$ cat src/rtl/cordic_gain_comp.sv
// cordic_gain_comp: CORDIC gain compensation, round half-up, fold-back negation, 2-stage valid/ready pipe.
// Define CORDIC_GAIN_SAT_EN to saturate on range-limit; otherwise results wrap to WIDTH bits.
module cordic_gain_comp #(
  parameter int WIDTH = 16,
  parameter int FRAC = 14,
  parameter logic signed [WIDTH-1:0] K_GAIN = 16'h26DD
) (
  input  logic                    i_clk,
  input  logic                    i_rst_n,
  input  logic                    i_valid,
  output logic                    o_ready,
  input  logic signed [WIDTH-1:0] i_x,
  input  logic signed [WIDTH-1:0] i_y,
  input  logic signed [WIDTH-1:0] i_z,
  input  logic                    i_neg,
  output logic                    o_valid,
  input  logic                    i_ready,
  output logic signed [WIDTH-1:0] o_x,
  output logic signed [WIDTH-1:0] o_y,
  output logic signed [WIDTH-1:0] o_z
);
  localparam int PW = 2 * WIDTH;
  localparam logic signed [PW:0] RND = (PW+1)'(1) <<< (FRAC - 1);
  localparam logic signed [PW:0] MAXV = ((PW+1)'(1) <<< (WIDTH - 1)) - (PW+1)'(1);
  localparam logic signed [PW:0] MINV = -MAXV - (PW+1)'(1);
  logic signed [PW-1:0] px_q, py_q, px_d, py_d;
  logic signed [WIDTH-1:0] z1_q, ox_q, oy_q, oz_q, ox_d, oy_d;
  logic neg1_q, v1_q, v2_q, s1_adv, s2_adv;
  function automatic logic signed [WIDTH-1:0] lim(input logic signed [PW:0] v);
`ifdef CORDIC_GAIN_SAT_EN
    lim = v > MAXV ? WIDTH'(MAXV) : v < MINV ? WIDTH'(MINV) : WIDTH'(v);
`else
    lim = WIDTH'(v);
`endif
  endfunction
  // Range-limit once after rounding and again after the fold-back negation.
  function automatic logic signed [WIDTH-1:0] comp(input logic signed [PW-1:0] p, input logic n);
    logic signed [PW:0] r;
    logic signed [WIDTH-1:0] a;
    r = ((PW+1)'(p) + RND) >>> FRAC;
    a = lim(r);
    comp = n ? lim(-(PW+1)'(a)) : a;
  endfunction
  assign s2_adv  = ~v2_q | i_ready;
  assign s1_adv  = ~v1_q | s2_adv;
  assign o_ready = s1_adv;
  assign px_d    = PW'(i_x) * PW'(K_GAIN);
  assign py_d    = PW'(i_y) * PW'(K_GAIN);
  assign ox_d    = comp(px_q, neg1_q);
  assign oy_d    = comp(py_q, neg1_q);
  assign o_valid = v2_q;
  assign o_x     = ox_q;
  assign o_y     = oy_q;
  assign o_z     = oz_q;
  always_ff @(posedge i_clk or negedge i_rst_n) begin
    if (!i_rst_n) begin
      px_q   <= '0;
      py_q   <= '0;
      z1_q   <= '0;
      neg1_q <= 1'b0;
      v1_q   <= 1'b0;
      ox_q   <= '0;
      oy_q   <= '0;
      oz_q   <= '0;
      v2_q   <= 1'b0;
    end else begin
      if (s1_adv) begin
        px_q   <= px_d;
        py_q   <= py_d;
        z1_q   <= i_z;
        neg1_q <= i_neg;
        v1_q   <= i_valid;
      end
      if (s2_adv) begin
        ox_q <= ox_d;
        oy_q <= oy_d;
        oz_q <= z1_q;
        v2_q <= v1_q;
      end
    end
  end
endmodule

$ cat config.mk
export PLATFORM = sky130hd
export DESIGN_NAME = cordic_gain_comp
export DESIGN_NICKNAME = d
export VERILOG_FILES = /design/src/rtl/cordic_gain_comp.sv
export SDC_FILE = /design/constraint.sdc
export NUM_CORES = 1
export LEC_CHECK = 0
export CELL_PAD_IN_SITES_DETAIL_PLACEMENT = 1
export CELL_PAD_IN_SITES_GLOBAL_PLACEMENT = 2
export CORE_ASPECT_RATIO = 1.5
export CORE_MARGIN = 5
export CORE_UTILIZATION = 39
export CTS_CLUSTER_SIZE = 30
export DETAILED_ROUTE_END_ITERATION = 16
export GPL_TIMING_DRIVEN = 1
export HOLD_SLACK_MARGIN = 0.1
export PLACE_DENSITY = 0.93
export SETUP_SLACK_MARGIN = 0.1
export SYNTH_ARGS = -nofsm -noshare
export SYNTH_HDL_FRONTEND = slang
export SYNTH_SLANG_ARGS = --single-unit
export TNS_END_PERCENT = 20
$ cat constraint.sdc
create_clock -name i_clk -period 3 [get_ports i_clk]
set_clock_uncertainty 0.1 [all_clocks]
set_input_delay 0.45 -clock i_clk [delete_from_list [all_inputs] [get_ports i_clk]]
set_output_delay 0.45 -clock i_clk [all_outputs]
set_load 0.01 [all_outputs]
; ---- After elaboration in Yosys (flattened, before gate mapping)
; Index checks and enable logic that the tools add are counted.
[totals]
regBits = 127
word_cells = 21
input_bits = 53
out_inout_bits = 50
[classes]
mul = 2
bitwise = 4
n_addsub = 4
muxes = 2
[ops]
columns = op, count
row1 = $add A30 B15 Y30 const B, 2
row2 = $mul A16 B15 Y30 const B, 2
row3 = $mux W16, 2
row4 = $neg A16 Y16, 2
row5 = $not A1 Y1, 2
row6 = $or A1 B1 Y1, 2

; ---- Logic depth before layout (Yosys ltp)
[depth]
depth_word = 3
depth_mapped = 22

; ---- Worst setup path after synthesis
; Ideal clock, no wire load.
[synth_timing]
path_kind = input to register
startpoint = in i_y[12]
endpoint = reg py_q[26]
path_slack_ns = -2.398
path_stages = 20
t_arrival_ns = 5.178
setup_time_ns = 0.120
cell_sequence = ha_1 > inv_1 > fa_1 > inv_1 > fa_1 > fa_1 > fa_1 > inv_1 > fa_1 > inv_1 > ha_1 > clkbuf_1 > nand3_1 > nor2_1 > nand2_1 > a211o_1 > a21oi_1 > o21bai_1 > a21o_1 > a31o_2
[synth_via]
elab_chain_cells = 1
[synth_lines]
columns = item, line_no
row1 = "start, declared", 13  ; input logic signed [WIDTH-1:0] i_y,
row2 = $mul A16 B15 Y30, 48  ; assign py_d = PW'(i_y) * PW'(K_GAIN);
row3 = "end signal, assigned", 69  ; py_q <= py_d;
row4 = "end, declared", 26  ; logic signed [PW-1:0] px_q, py_q, px_d, py_d;
; No other way between the ends.
; A chain may end at the register's enable or synchronous reset.

; ---- Worst setup path in the final report
[layout_timing]
startpoint = in i_x[7]
endpoint = reg px_q[27]
[layout_via]
elab_chain_cells = 1
[layout_lines]
columns = item, line_no
row1 = "start, declared", 12  ; input logic signed [WIDTH-1:0] i_x,
row2 = $mul A16 B15 Y30, 47  ; assign px_d = PW'(i_x) * PW'(K_GAIN);
row3 = "end signal, assigned", 68  ; px_q <= px_d;
row4 = "end, declared", 26
; No other way between the ends.

==> flow_metrics.env <==
export IMPL_status="finished with violations"
export IMPL_violations="negative setup slack"
export IMPL_report_final_slew_viol_count=0
export IMPL_tightest_slew_ns=0.5813
export IMPL_final_nets=2479
export IMPL_reg2reg_depth=10
export IMPL_criticalPathCategory="input pin to register"
export IMPL_hold_class="register to register"
export IMPL_synth_area_sq_mm=0.01521
export IMPL_numPortBuffers=102
export IMPL_viasPerCell=5.377
export IMPL_rows=88
export IMPL_multiInputGateArea_sq_mm=0.01328
export IMPL_yosysSeqAreaShare_pct=16.62
export IMPL_clk_latency_ns=0.36
export IMPL_synth_seq_cells=101
export IMPL_worst_slack_ns=-2.489
export IMPL_n_fill_cell=4245
export IMPL_ant_nets=0
export IMPL_post_dp_cell_area_sq_mm=0.01910
export IMPL_antenna_found_initial=0
export IMPL_antenna_cells=0
export IMPL_cp_max_fo=6
export IMPL_grt_pass1_wl_microns=82770
export IMPL_cts_root_buffer="clkbuf_16"
export IMPL_wl_per_cell_microns=21.43
export IMPL_syn_to_final_growth_pct=38.45
export IMPL_ys_flop_type="dfrtp_1"
export IMPL_required_ns=3.13
export IMPL_cts_max_path_buffers=2
export IMPL_core_area_sq_mm=0.03854
export IMPL_hpwlAfterDp_microns=38800
export IMPL_grt_busiest_layer="met2"
export IMPL_hold_end="o_z[2]"
export IMPL_routabilityCongestion=0.9155
export IMPL_critPathCaptureType="register"
export IMPL_clk_pin_slew_ns=0.08
export IMPL_worst_slew_margin_rel_pct=61.24
export IMPL_grt_max_degree=62
export IMPL_hold_violations=0
export IMPL_register_area_sq_mm=0.002527
export IMPL_drt_wl_total_microns=53710
export IMPL_ios=103
export IMPL_fmax_mhz=182.2
export IMPL_cp_start_kind="input pin"
export IMPL_maxCapViolations=0
export IMPL_final_common_cell="buf_4"
export IMPL_async_flop_share_pct=100.0
export IMPL_whs_path_depth=2
export IMPL_period_minus_slack_ns=5.489
export IMPL_met1_usage_pct=25.14
export IMPL_synth_edf_count=0
export IMPL_drt_initial_drc_count=656
export IMPL_r2r_end="o_y[15]"
export IMPL_final_cell_mix="buf_4 (260), inv_1 (214), nand2_1 (193)"
export IMPL_yosysUniqueCellTypes=73
export IMPL_crit_arrival_ns=5.62
export IMPL_overflow=0
export IMPL_initial_core_util_pct=39.47
export IMPL_syn_area_per_cell_sq_um=9.240
export IMPL_cts_made_buffers=9
export IMPL_r2r_start="py_q[14]"
export IMPL_first_pass_iters=5
export IMPL_rsz0062_at_grt="true"
export IMPL_setup_viol_count_final=34
export IMPL_die_area_sq_mm=0.04313
export IMPL_use_met3_pct=2.414
export IMPL_vias=13475
export IMPL_grt_pass1_vias=15728
export IMPL_r2r_slack_ns=0.35
export IMPL_syn_inst=1646
export IMPL_clock_sinks=101
export IMPL_synth_nets=2119
export IMPL_htree_levels=3
export IMPL_post_route_period_util_pct=183.0
export IMPL_hp_start="o_z[2]"
export IMPL_yosysWarnings=0
export IMPL_die_w_microns=171.2
export IMPL_drc=0
export IMPL_finish_instance_area_sq_mm=0.02106
export IMPL_groute_usage_overall_pct=24.18
export IMPL_die_h_microns=251.9
export IMPL_cts_tree="done"
export IMPL_grtUsageMet2_pct=46.41
export IMPL_drive_gt1_share_pct=29.49
## flip-flops by register name, indices dropped and copies added (netlist names)
register	flops
neg1_q	1
o_valid	1
o_x	16
o_y	16
o_z	16
px_q	17
py_q	17
v1_q	1
z1_q	16
## synth_stat cells, types with 6 or more instances
master,count,share of area [%]
ha_1,249,20
nor2_1,58,1.4
and3_1,12,0.49
nand4_1,14,0.58
buf_2,9,0.30
o31ai_1,7,0.35
xnor2_1,91,5.2
o21ai_0,71,2.3
and4_1,6,0.35
dfrtp_1,101,17
a21oi_1,82,2.7
nand2_1,199,4.9
fa_1,171,23
or3_1,6,0.25
a21o_1,44,2.2
a21boi_0,7,0.35
o21a_1,10,0.49
nand2b_1,10,0.41
clkbuf_1,31,0.77
xor2_1,55,3.2
a211oi_1,9,0.44
o21bai_1,8,0.39
nand3_1,27,0.89
nor2b_1,11,0.45
nor3_1,19,0.63
a31oi_1,6,0.25
inv_1,242,6.0
## routing by layer
layer / vias up / routed length [microns] / share of wire (%)
met4: 0 / 3459 / 6.4
met5: - / 0 / 0
met1: 6758 / 19200 / 36
li1: 6132 / - / -
met2: 374 / 29430 / 55
met3: 211 / 1619 / 3.0
## cell type report
type	instances	area share, %
Multi-Input combinational cell	1252	63.08
Tap cell	495	2.941
Clock inverter	7	0.3565
Inverter	244	4.361
Timing Repair Buffer	398	16.19
Sequential cell	101	12.00
Clock buffer	9	1.070
## kinds of logic (layout without fill, tap and decap cells)
family / count (synthesis) / count (layout) / synth area share (%)
buffers and inverters: 293 / 658 / 7.404
DFF: 101 / 101 / 16.62
muxes: 6 / 6 / 0.4195
xor gates and xnor gates: 146 / 146 / 8.407
AOI/OAI and AO/OA: 292 / 292 / 12.21
and+or+nand+nor: 388 / 388 / 11.95
adders and majority gates: 420 / 420 / 42.99
## critical path, stage by stage
cell and delay [ns]:
buf_6 0.09, buf_8 0.13, ha_4 0.24, xor2_4 0.16, ha_4 0.27, inv_2 0.04, fa_1 0.59, inv_2 0.05
fa_1 0.51, fa_1 0.58, inv_2 0.06, fa_1 0.51, inv_2 0.06, ha_4 0.29, nand2_4 0.09, nor4_4 0.30
a22oi_2 0.11, buf_6 0.16, a211oi_4 0.36, nand2b_4 0.25, a221oi_4 0.07, xor2_1 0.17, a21oi_1 0.08
## worst max path at each step
stage	startpoint	slack, ns	to
after floorplan	i_y[12]	-1.96	py_q[26]
after global placement	i_y[6]	-2.89	py_q[28]
after detailed placement	i_y[5]	-3.15	py_q[28]
after CTS	i_x[8]	-2.18	px_q[27]
after global routing	i_x[4]	-2.56	px_q[27]
final	i_x[7]	-2.49	px_q[27]
## metrics by stage
step                      cells  TNS (ns)  setup slack [ns]  utilization, %  hold slack [ns]
after floorplan            1646    -58.90            -1.964               -          0.05441
after global placement     2446    -91.53            -2.893           49.56           0.3486
after detailed placement   2446    -98.18            -3.155           49.56           0.3571
after CTS                  2499    -66.76            -2.176           53.69           0.3739
after global routing       2506    -77.69            -2.560           54.64           0.3862
final                      2506    -73.95            -2.489           54.64           0.3703
## what timing repair did
item,in CTS,in global routing
resized for setup,317,61
hold buffers,1,0
buffers inserted,36,8
hold endpoints to repair,42,0
endpoints found under the setup margin,34,35
pin swaps,173,54
Power of run 1 is left out: the tool's default activity adds up to more than one toggle a clock period on the data nets, which glitch-free logic cannot reach.
